===== config.mk =====
export PLATFORM = sky130hd
export DESIGN_NAME = thermo_dwa_decoder
export DESIGN_NICKNAME = d
export VERILOG_FILES = /design/src/rtl/dac_pkg.sv /design/src/rtl/thermo_rot_mask.sv /design/src/rtl/thermo_dwa_decoder.sv
export SDC_FILE = /design/constraint.sdc
export NUM_CORES = 1
export LEC_CHECK = 0
export CORE_MARGIN = 4
export CORE_UTILIZATION = 55
export DETAILED_ROUTE_END_ITERATION = 8
export PLACE_DENSITY = 0.81
export RECOVER_POWER = 50
export SYNTH_ARGS = -nofsm -noshare
export SYNTH_HDL_FRONTEND = slang
export SYNTH_SLANG_ARGS = --single-unit

===== constraint.sdc =====
create_clock -name clk -period 2.75 [get_ports clk]
set_clock_uncertainty 0.2 [all_clocks]
set_input_delay 0.55 -clock clk [delete_from_list [all_inputs] [get_ports clk]]
set_output_delay 0.55 -clock clk [all_outputs]
set_load 0.1 [all_outputs]

===== src/rtl/dac_pkg.sv =====
// Shared constants for the unary MSB segment thermometer/DWA decoder.
// Latency: none (constants only).
// Backpressure: none (constants only).
package dac_pkg;

    // Default geometry of the unary segment: 3-bit code driving 6 cells.
    localparam int CODE_W_DEF = 3;
    localparam int N_ELEM_DEF = 6;

    // Selection between plain thermometer fill and rotating DWA fill.
    localparam logic MODE_STATIC = 1'b0;
    localparam logic MODE_DWA    = 1'b1;

endpackage


===== src/rtl/thermo_rot_mask.sv =====
// Rotated thermometer mask: k consecutive elements on, starting at element 'start', wrapping at N_ELEM.
// Latency: purely combinational.
// Backpressure: none; the result is a pure function of k and start.
module thermo_rot_mask #(
    parameter int CODE_W = 3,
    parameter int N_ELEM = 6,
    parameter int PTR_W  = $clog2(N_ELEM)
) (
    input  logic [CODE_W-1:0] k,
    input  logic [PTR_W-1:0]  start,
    output logic [N_ELEM-1:0] mask
);

    // Element i is on when its circular distance from start is below k.
    // Element i maps to mask bit N_ELEM-1-i, so element 0 is the MSB.
    always_comb begin
        mask = '0;
        for (int i = 0; i < N_ELEM; i++) begin
            if (i >= int'(start)) begin
                mask[N_ELEM-1-i] = (i - int'(start)) < int'(k);
            end else begin
                mask[N_ELEM-1-i] = (i + N_ELEM - int'(start)) < int'(k);
            end
        end
    end

endmodule


===== src/rtl/thermo_dwa_decoder.sv =====
// Registered binary-to-thermometer decoder for the unary DAC segment, with optional DWA rotation.
// Latency: 1 cycle from a consumed sample (en=1) to DataOut/valid/err/ptr.
// Backpressure: none; samples are taken whenever en=1, outputs hold while en=0.
module thermo_dwa_decoder #(
    parameter int CODE_W = dac_pkg::CODE_W_DEF,
    parameter int N_ELEM = dac_pkg::N_ELEM_DEF,
    parameter int PTR_W  = $clog2(N_ELEM)
) (
    input  logic              clk,
    input  logic              rst,
    input  logic              en,
    input  logic              mode,
    input  logic [CODE_W-1:0] s,
    output logic [N_ELEM-1:0] DataOut,
    output logic              valid,
    output logic              err,
    output logic [PTR_W-1:0]  ptr
);

    import dac_pkg::*;

    // N_ELEM must not exceed 2**CODE_W - 1 so every legal count is representable in s.
    localparam logic [CODE_W-1:0] N_CODE = CODE_W'(N_ELEM);
    localparam logic [PTR_W:0]    N_SUM  = (PTR_W+1)'(N_ELEM);

    logic              in_range;
    logic [CODE_W-1:0] k;
    logic [PTR_W-1:0]  start;
    logic [N_ELEM-1:0] mask;
    logic [PTR_W:0]    sum;
    logic [PTR_W-1:0]  ptr_next;

    // Out-of-range codes collapse to zero elements and raise err.
    assign in_range = (s <= N_CODE);
    assign k        = in_range ? s : '0;

    // Static fill always starts at element 0; DWA starts at the held pointer.
    assign start = (mode == MODE_DWA) ? ptr : '0;

    // Pointer advance modulo N_ELEM: k <= N_ELEM and ptr < N_ELEM, so one
    // conditional subtract on a PTR_W+1 wide sum is enough.
    assign sum      = (PTR_W+1)'(ptr) + (PTR_W+1)'(k);
    assign ptr_next = (sum >= N_SUM) ? PTR_W'(sum - N_SUM) : PTR_W'(sum);

    thermo_rot_mask #(
        .CODE_W (CODE_W),
        .N_ELEM (N_ELEM),
        .PTR_W  (PTR_W)
    ) u_mask (
        .k     (k),
        .start (start),
        .mask  (mask)
    );

    // Output and pointer registers; reset wins over a simultaneous sample.
    always_ff @(posedge clk) begin
        if (rst) begin
            DataOut <= '0;
            valid   <= 1'b0;
            err     <= 1'b0;
            ptr     <= '0;
        end else if (en) begin
            DataOut <= mask;
            valid   <= 1'b1;
            err     <= ~in_range;
            if ((mode == MODE_DWA) && in_range) begin
                ptr <= ptr_next;
            end
        end else begin
            valid <= 1'b0;
        end
    end

endmodule


# Word-level counts from Yosys, hierarchy flattened
# Index checks and enable logic that the tools add are counted.
# word_totals
register_bits	11
in_bits	7
out_inout_bits	11
elab_cells	51
# classes
n_addsub	14
n_lt_le_gt_ge	20
mux	10
n_bitwise	1
n_reduce_logical	2
# op_table
operator	count
< comparator 32 x 4 -> 1 bit	12
subtractor 4 x 3 -> 5 bit, first input constant	4
subtractor 3 x 3 -> 4 bit, first input constant	4
2-to-1 mux 3 bit	3
subtractor 1 x 3 -> 4 bit, first input constant	2
subtractor 2 x 3 -> 4 bit, first input constant	2
2-to-1 mux 1 bit	7
>= comparator 1 x 3 -> 1 bit, first input constant	2
>= comparator 2 x 3 -> 1 bit, first input constant	2
>= comparator 3 bit, first input constant	2
adder 3 x 3 -> 4 bit	1
>= comparator 4 x 3 -> 1 bit, second input constant	1
<= comparator 3 bit, second input constant	1
subtractor 3 bit, second input constant	1
AND reduction 2 bit	1
logical AND 1 bit	1
inverter 1 bit	1

# Longest topological paths before layout
# Gate-level depths: netlist of the first run.
# depth
word_depth	5
mapped_depth	12
depth_no_buf	11

# Modules after synthesis
# Synthesis of the first run repeated with hierarchy kept, for this count alone.
# hier_totals
cells_unflattened	129
hier_area_um2	1177.4
# by_module_without_submodules
mod	n_inst	cells_each	area_each_um2	seq_area_each_um2
thermo_rot_mask	1	73	625.6	0.0
thermo_dwa_decoder	1	56	551.8	220.2

# Least setup slack after synthesis of the first run
# Ideal clock, no wire load.
# synth_timing
kind	reg2reg
startpoint	register ptr[2]
endpoint	register DataOut[3]
arrival_time_ps	2872
setup_slack_ps	-408
stages_incl_launch_ff	9
cell_sequence	dfxtp_1 > nand2_1 > inv_1 > ha_1 > ha_1 > a211o_1 > o221ai_1 > a21oi_1 > a211oi_1
# synth_via
elab_chain_cells	4
elab_cells_between_ends	7
# synth_lines
item	line	rtl
start, declared	thermo_dwa_decoder.sv:17	output logic [PTR_W-1:0] ptr
start signal, assigned	thermo_dwa_decoder.sv:67	ptr <= ptr_next;
2-to-1 mux 3 bit (*)	thermo_dwa_decoder.sv:38	assign start = (mode == MODE_DWA) ? ptr : '0;
subtractor 4 x 3 -> 5 bit or subtractor 2 x 3 -> 4 bit (tied branches)	thermo_rot_mask.sv:22, thermo_rot_mask.sv:20	
< comparator 32 x 4 -> 1 bit (on tied branches)	thermo_rot_mask.sv:22, thermo_rot_mask.sv:20	
2-to-1 mux 1 bit (*)	thermo_rot_mask.sv:19	if (i >= int'(start)) begin
end signal, assigned	thermo_dwa_decoder.sv:63	DataOut <= mask;
end, declared	thermo_dwa_decoder.sv:14	output logic [N_ELEM-1:0] DataOut,
# Every way passes the cells marked *; elsewhere a longest branch is shown, timed or not.
# A chain may end at the register's enable or synchronous reset.

# Worst setup path in the final report of the first run
# layout_timing
startpoint	input port mode
endpoint	register DataOut[3]
# layout_via
elab_chain_cells	4
elab_cells_between_ends	7
# layout_lines
item	line	rtl
start, declared	thermo_dwa_decoder.sv:12	input logic mode,
2-to-1 mux 3 bit (*)	thermo_dwa_decoder.sv:38	
subtractor 4 x 3 -> 5 bit or subtractor 2 x 3 -> 4 bit (tied branches)	thermo_rot_mask.sv:22, thermo_rot_mask.sv:20	
< comparator 32 x 4 -> 1 bit (on tied branches)	thermo_rot_mask.sv:22, thermo_rot_mask.sv:20	
2-to-1 mux 1 bit (*)	thermo_rot_mask.sv:19	
# Marked as above.

==> metrics.cfg, run 1 <==
[global_routing]
overflow=0
grt_antenna_before_repair=0
grt_max_degree=14
grt_pass1_wl_microns=5580
grt_usage_pct=21.9
grt_pass1_vias=1282

[min_path]
hold_path_class=flop to flop
holdCritStartpoint=DataOut[5]
min_path_cells=2
hold_end=DataOut[5]

[logic_synthesis]
ys_types=43
yosys_warnings=0
syn_area_per_cell_sq_um=8.43
synth_edf_count=0
synth_seq_area_share_pct=17.1
syn_nets=190
synth_seq_cells=11
synthCells=153
async_reset_ff_share_pct=0
netlist_area_sq_um=1290
synthFlopType=dfxtp_1

[cts]
post_cts_buffers=0
clock_latency_ps=280
root_buffer=clkbuf_4
tritoncts=built
clkSinkCount=11
htree_levels=1
clockBufferDepth=2
clk_pin_slew_ps=80
cts_buffers=3

[place]
portBuffers=17
dp_slack_ps=-316
routabilityCongestion=0.866
hpwlAfterDp_microns=2630

[critical_path]
reg2reg_to=DataOut[3]
cp.required_ps=2740
r2r-start=ptr[0]
r2r_setup_slack_ps=450
path_class=input port to flop
end_kind=flop
worstPathArrival_ps=2630
reg2regPathDepth=9
critical_path.max_fanout=3
start_kind=input port

[drt]
drtPass1Iterations=4
drc=0
detail_route.wl_per_cell_microns=15.1
ant_nets=0
vias_per_cell=5.71
dr_total_vias=1290
drtIter0Drc=41
postRouteWirelength_microns=3420

[outcome]
status=completed

[finish]
area_growth_syn_to_layout_pct=30.6
final_util_pct=76.1
nNetsFinal=236
antenna_cells_inserted=0
drive_gt1_share_pct=22.7

[power]
power_leakage_nw=0.829
power_per_cell_area_nw_per_um2=373
ir_drop_mv=0.280

[floorplan]
die_area_sq_um=3180
core_sq_um=2210
initial_core_util_pct=58.3
die_y_microns=56.4
rows=17
die_w_microns=56.4
ios=18

[sta]
slew_headroom_pct=21.8
finalSetupViolations=0
fmax_mhz=380
setup_slack_ps=115
period_share_pct=95.8
finalCriticalPeriod_ps=2630
slew_violations=0
worst_hold_slack_ps=271
finalHoldViolCount=0
tightest_slew_ps=1180
rsz0062_at_grt=false

[run]
drv_cap=0

## sequential cells by signal, indices dropped and copies added, names as in the netlist
name	count
ptr	3
valid	1
DataOut	6
err	1
## critical path, cell delays in order
cell and delay, ps:
clkdlybuf4s50_1 500, nand2_1 110, ha_1 230, inv_1 60, ha_1 220, ha_1 220
a211o_1 250, o221ai_2 180, a21oi_1 90, a211oi_1 220
## where the power goes
| part | internal, W | leakage [nW] | switching (W) |
|---|---|---|---|
| sequential | 0.000173 | 0.0921 | 0.0000108 |
| combinational | 0.000112 | 0.722 | 0.000214 |
| clock | 0.0000563 | 0.0150 | 0.0000632 |
## area by class of cell
type                    count  area [sq um]
repair buffers             44           319
well taps                  28          35.0
multi-input cells         119          1000
fillers                   160           528
flip-flops and latches     11           224
inverters                  20          75.1
clock buffers               4          26.3
## logic make-up after synthesis
kind of cell | Yosys count | share of synthesized area [%]
AND/OR/NAND/NOR | 43 | 17.4
XOR/XNOR | 2 | 1.36
flip-flops | 11 | 17.1
AO/OA/AOI/OAI | 43 | 26.4
adder cells (fa/ha/maj) | 30 | 30.3
multiplexers | 1 | 0.776
buffers and inverters | 23 | 6.79
## layer usage
layer | track usage (%) | vias up | wire, microns
met5 | 0 | - | 0
met4 | 10.8 | 0 | 58
met3 | 2.53 | 7 | 89
met2 | 37.6 | 31 | 1700
met1 | 26.5 | 603 | 1570
li1 | - | 649 | -
## cells in the mapped netlist (2+ instances only)
master,instances,area share (%)
nand4_1,2,0.97
nor2b_1,2,0.97
nand3b_1,4,2.3
o211ai_1,3,1.7
nor3_1,2,0.78
a21boi_0,2,1.2
nand2b_1,3,1.5
o221ai_1,2,1.4
o21a_1,2,1.2
a211o_1,2,1.4
a21oi_1,10,3.9
inv_1,20,5.8
dfxtp_1,11,17
nor4_1,4,1.9
nand3_1,7,2.7
nand2_1,8,2.3
a22oi_1,2,1.2
nor2_1,8,2.3
ha_1,28,27
clkbuf_1,2,0.58
o21bai_1,3,1.7
o21ai_0,4,1.6
fa_1,2,3.1
## worst max path at each step
stage | depth (start not counted) | start | slack, ps | endpoint
after floorplan | 8 | ptr[2] | 50 | DataOut[3]
after global placement | 10 | s[0] | -250 | ptr[1]
after detailed placement | 10 | s[0] | -320 | ptr[1]
after CTS | 10 | s[0] | 3 | ptr[1]
after global routing | 10 | mode | 20 | DataOut[5]
final | 10 | mode | 120 | DataOut[3]
## stage by stage
step	total power [W]	instances	TNS [ps]	cell area, sq um
finish	0.000629	226	0	1680
global route	0.000665	226	0	1680
CTS	0.000630	226	0	1690
detailed placement	0.000512	222	-1610	1660
global placement	0.000503	222	-1210	1660
floorplan	0.000413	153	0	1290
## timing repair
item / in CTS / in global routing
endpoints found under the hold margin: 0 / 0
resized for setup: 0 / 7
cloned: 0 / 0
hold buffers: 0 / 0
pin swaps: 1 / 2
endpoints found under the setup margin: 1 / 7
## cell usage in the layout, fill, tap and decap left out, drive strengths merged, types with 2 or more instances in the layout
cell	instances
nand2b	3
clkbuf	13
o21a	2
nand3	7
a21boi	3
nand2	8
fa	2
nor2	8
o221ai	2
buf	29
nand3b	4
nor4	4
ha	28
dlymetal6s2s	3
inv	20
a22oi	2
o41ai	2
o211ai	3
nor3	2
nor2b	2
nand4	2
a211o	2
dfxtp	11
o22ai	2
o21bai	3
o21ai	4
clkdlybuf4s50	2
a21oi	10
Note: power is estimated with default switching activity, not from simulation.
==> inputs of run 2 (changes only) <==
--- a/config.mk
+++ b/config.mk
@@ -8,8 +8,10 @@
 export CORE_MARGIN = 4
 export CORE_UTILIZATION = 55
 export DETAILED_ROUTE_END_ITERATION = 8
+export MAX_ROUTING_LAYER = met4
 export PLACE_DENSITY = 0.81
 export RECOVER_POWER = 50
+export SLEW_MARGIN = 5
 export SYNTH_ARGS = -nofsm -noshare
 export SYNTH_HDL_FRONTEND = slang
 export SYNTH_SLANG_ARGS = --single-unit
==> metrics.cfg, run 2 (synthesized netlist as in run 1, its figures left out) <==
[cts]
root_buffer=clkbuf_4
tritoncts=built
cts_buffers=3  ; unchanged
hold_buffers=0  ; unchanged
clock_latency_ps=280  ; about the same
post_cts_buffers=0  ; unchanged
htree_levels=1  ; unchanged
clk_pin_slew_ps=80  ; about the same
clockBufferDepth=2  ; unchanged
clkSinkCount=11  ; unchanged

[critical_path]
start_kind=input port
reg2reg_to=DataOut[3]
end_kind=flop
worstPathArrival_ps=2470  ; -160 ps
r2r_setup_slack_ps=470  ; +20 ps
critical_path.max_fanout=3  ; unchanged
cp.required_ps=2740  ; about the same
reg2regPathDepth=9  ; unchanged
r2r-start=ptr[0]
path_class=input port to flop

[sta]
finalHoldViolCount=0  ; unchanged
finalSetupViolations=0  ; unchanged
rsz0062_at_grt=false
fmax_mhz=403  ; +6.3%
setup_slack_ps=271  ; +156 ps
period_share_pct=90.1  ; -5.7 points
tightest_slew_ps=1170  ; -3.38 ps
finalCriticalPeriod_ps=2480  ; -156 ps
slew_headroom_pct=22.0  ; +0.22 points
slew_violations=0  ; unchanged

[drt]
drc=0  ; unchanged
postRouteWirelength_microns=3530  ; +3.2%
drtPass1Iterations=4  ; unchanged
drtIter0Drc=67  ; +63%
vias_per_cell=5.80  ; +1.6%
dr_total_vias=1316  ; +2.0%
detail_route.wl_per_cell_microns=15.5  ; +2.8%
ant_nets=0  ; unchanged

[min_path]
min_path_cells=2  ; unchanged
hold_end=DataOut[5]
holdCritStartpoint=DataOut[5]
hold_path_class=flop to flop

[finish]
antenna_cells_inserted=0  ; unchanged
area_growth_syn_to_layout_pct=34.0
drive_gt1_share_pct=26.6  ; +3.9 points
final_common_cell=buf_4
fin_area_sq_um=1730  ; +2.7%
regMostFlops=DataOut
mostFrequentLayoutCells=29 x buf_4, 26 x ha_1, 20 x inv_1
final_util_pct=78.2  ; +2.0 points
nNetsFinal=237  ; +0.42%
largest_reg_flops=6  ; unchanged
top_regs=DataOut (6), ptr (3)

[global_routing]
grt_max_degree=14  ; unchanged
grt_pass1_vias=1368  ; +6.7%
grt_pass1_wl_microns=5980  ; +7.3%
grt_antenna_before_repair=0  ; unchanged
grt_usage_pct=24.0  ; +2.1 points
overflow=0  ; unchanged

[power]
power_per_cell_area_nw_per_um2=374  ; +0.17%
power_leakage_nw=0.844  ; +1.8%
ir_drop_mv=0.290  ; +3.6%

[place]
placed_cell_area_sq_um=1670  ; +0.45%
portBuffers=17  ; unchanged
dp_slack_ps=-384  ; -67.6 ps
hpwlAfterDp_microns=2700  ; +2.6%
routabilityCongestion=0.856  ; -1.1%

[run]
drv_cap=0  ; unchanged

[floorplan]
die_area_sq_um=3180  ; unchanged
rows=17  ; unchanged
die_w_microns=56.4  ; unchanged
ios=18  ; unchanged
core_sq_um=2210  ; unchanged
die_y_microns=56.4  ; unchanged
initial_core_util_pct=58.3  ; unchanged

[outcome]
status=completed

[run 2: where the power goes]
| group | total, W | leakage [nW] | internal [W] | switching, W |
|---|---|---|---|---|
| registers | 0.000184 | 0.0921 | 0.000173 | 0.0000112 |
| logic | 0.000338 | 0.737 | 0.000118 | 0.000220 |
| clock network | 0.000124 | 0.0150 | 0.0000563 | 0.0000677 |
| total | 0.000646 | 0.844 | 0.000347 | 0.000299 |
[run 2: final cells by class]
type	instances	area, sq um
inverters	20	75.1
flip-flops and latches	11	224
clock buffers	4	26.3
multi-input cells	119	1040
repair buffers	45	333
well taps	28	35.0
fillers	150	483
[run 2: worst max-delay path, stage by stage]
cell and delay, ps:
dlymetal6s2s_1 160, a21bo_4 220, inv_1 50, ha_2 160
inv_1 60, fa_2 620, buf_6 130, a22oi_1 90
o21ba_2 220, a221oi_2 210
[run 2: repair_timing]
action	in CTS	in global routing
pin swaps	1	5
endpoints found under the setup margin	2	7
resized for setup	2	16
cloned	0	0
[run 2: how the worst max path moves through the flow]
stage	startpoint	endpoint	slack, ps	cells after the start
2_1_floorplan	ptr[2]	DataOut[3]	50	8
3_5_place_dp	s[0]	ptr[1]	-380	10
6_report	s[2]	ptr[1]	270	10
4_1_cts	s[0]	ptr[2]	10	10
3_3_place_gp	s[0]	ptr[1]	-250	10
5_1_grt	s[2]	ptr[1]	140	10
[run 2: metrics by stage]
| stage | total power, W | instances | TNS, ps | hold WS (ps) |
|---|---|---|---|---|
| CTS | 0.000642 | 227 | 0 | 273 |
| finish | 0.000646 | 227 | 0 | 279 |
| global placement | 0.000505 | 223 | -1240 | 248 |
| detailed placement | 0.000516 | 223 | -1880 | 261 |
| global route | 0.000684 | 227 | 0 | 310 |
| floorplan | 0.000413 | 153 | 0 | 517 |
[run 2: per-layer routing]
metal | track usage (%) | wire length [microns]
met1 | 26.7 | 1550
met2 | 40.8 | 1760
met3 | 3.68 | 129
met4 | 12.9 | 94
met5 | - | 0
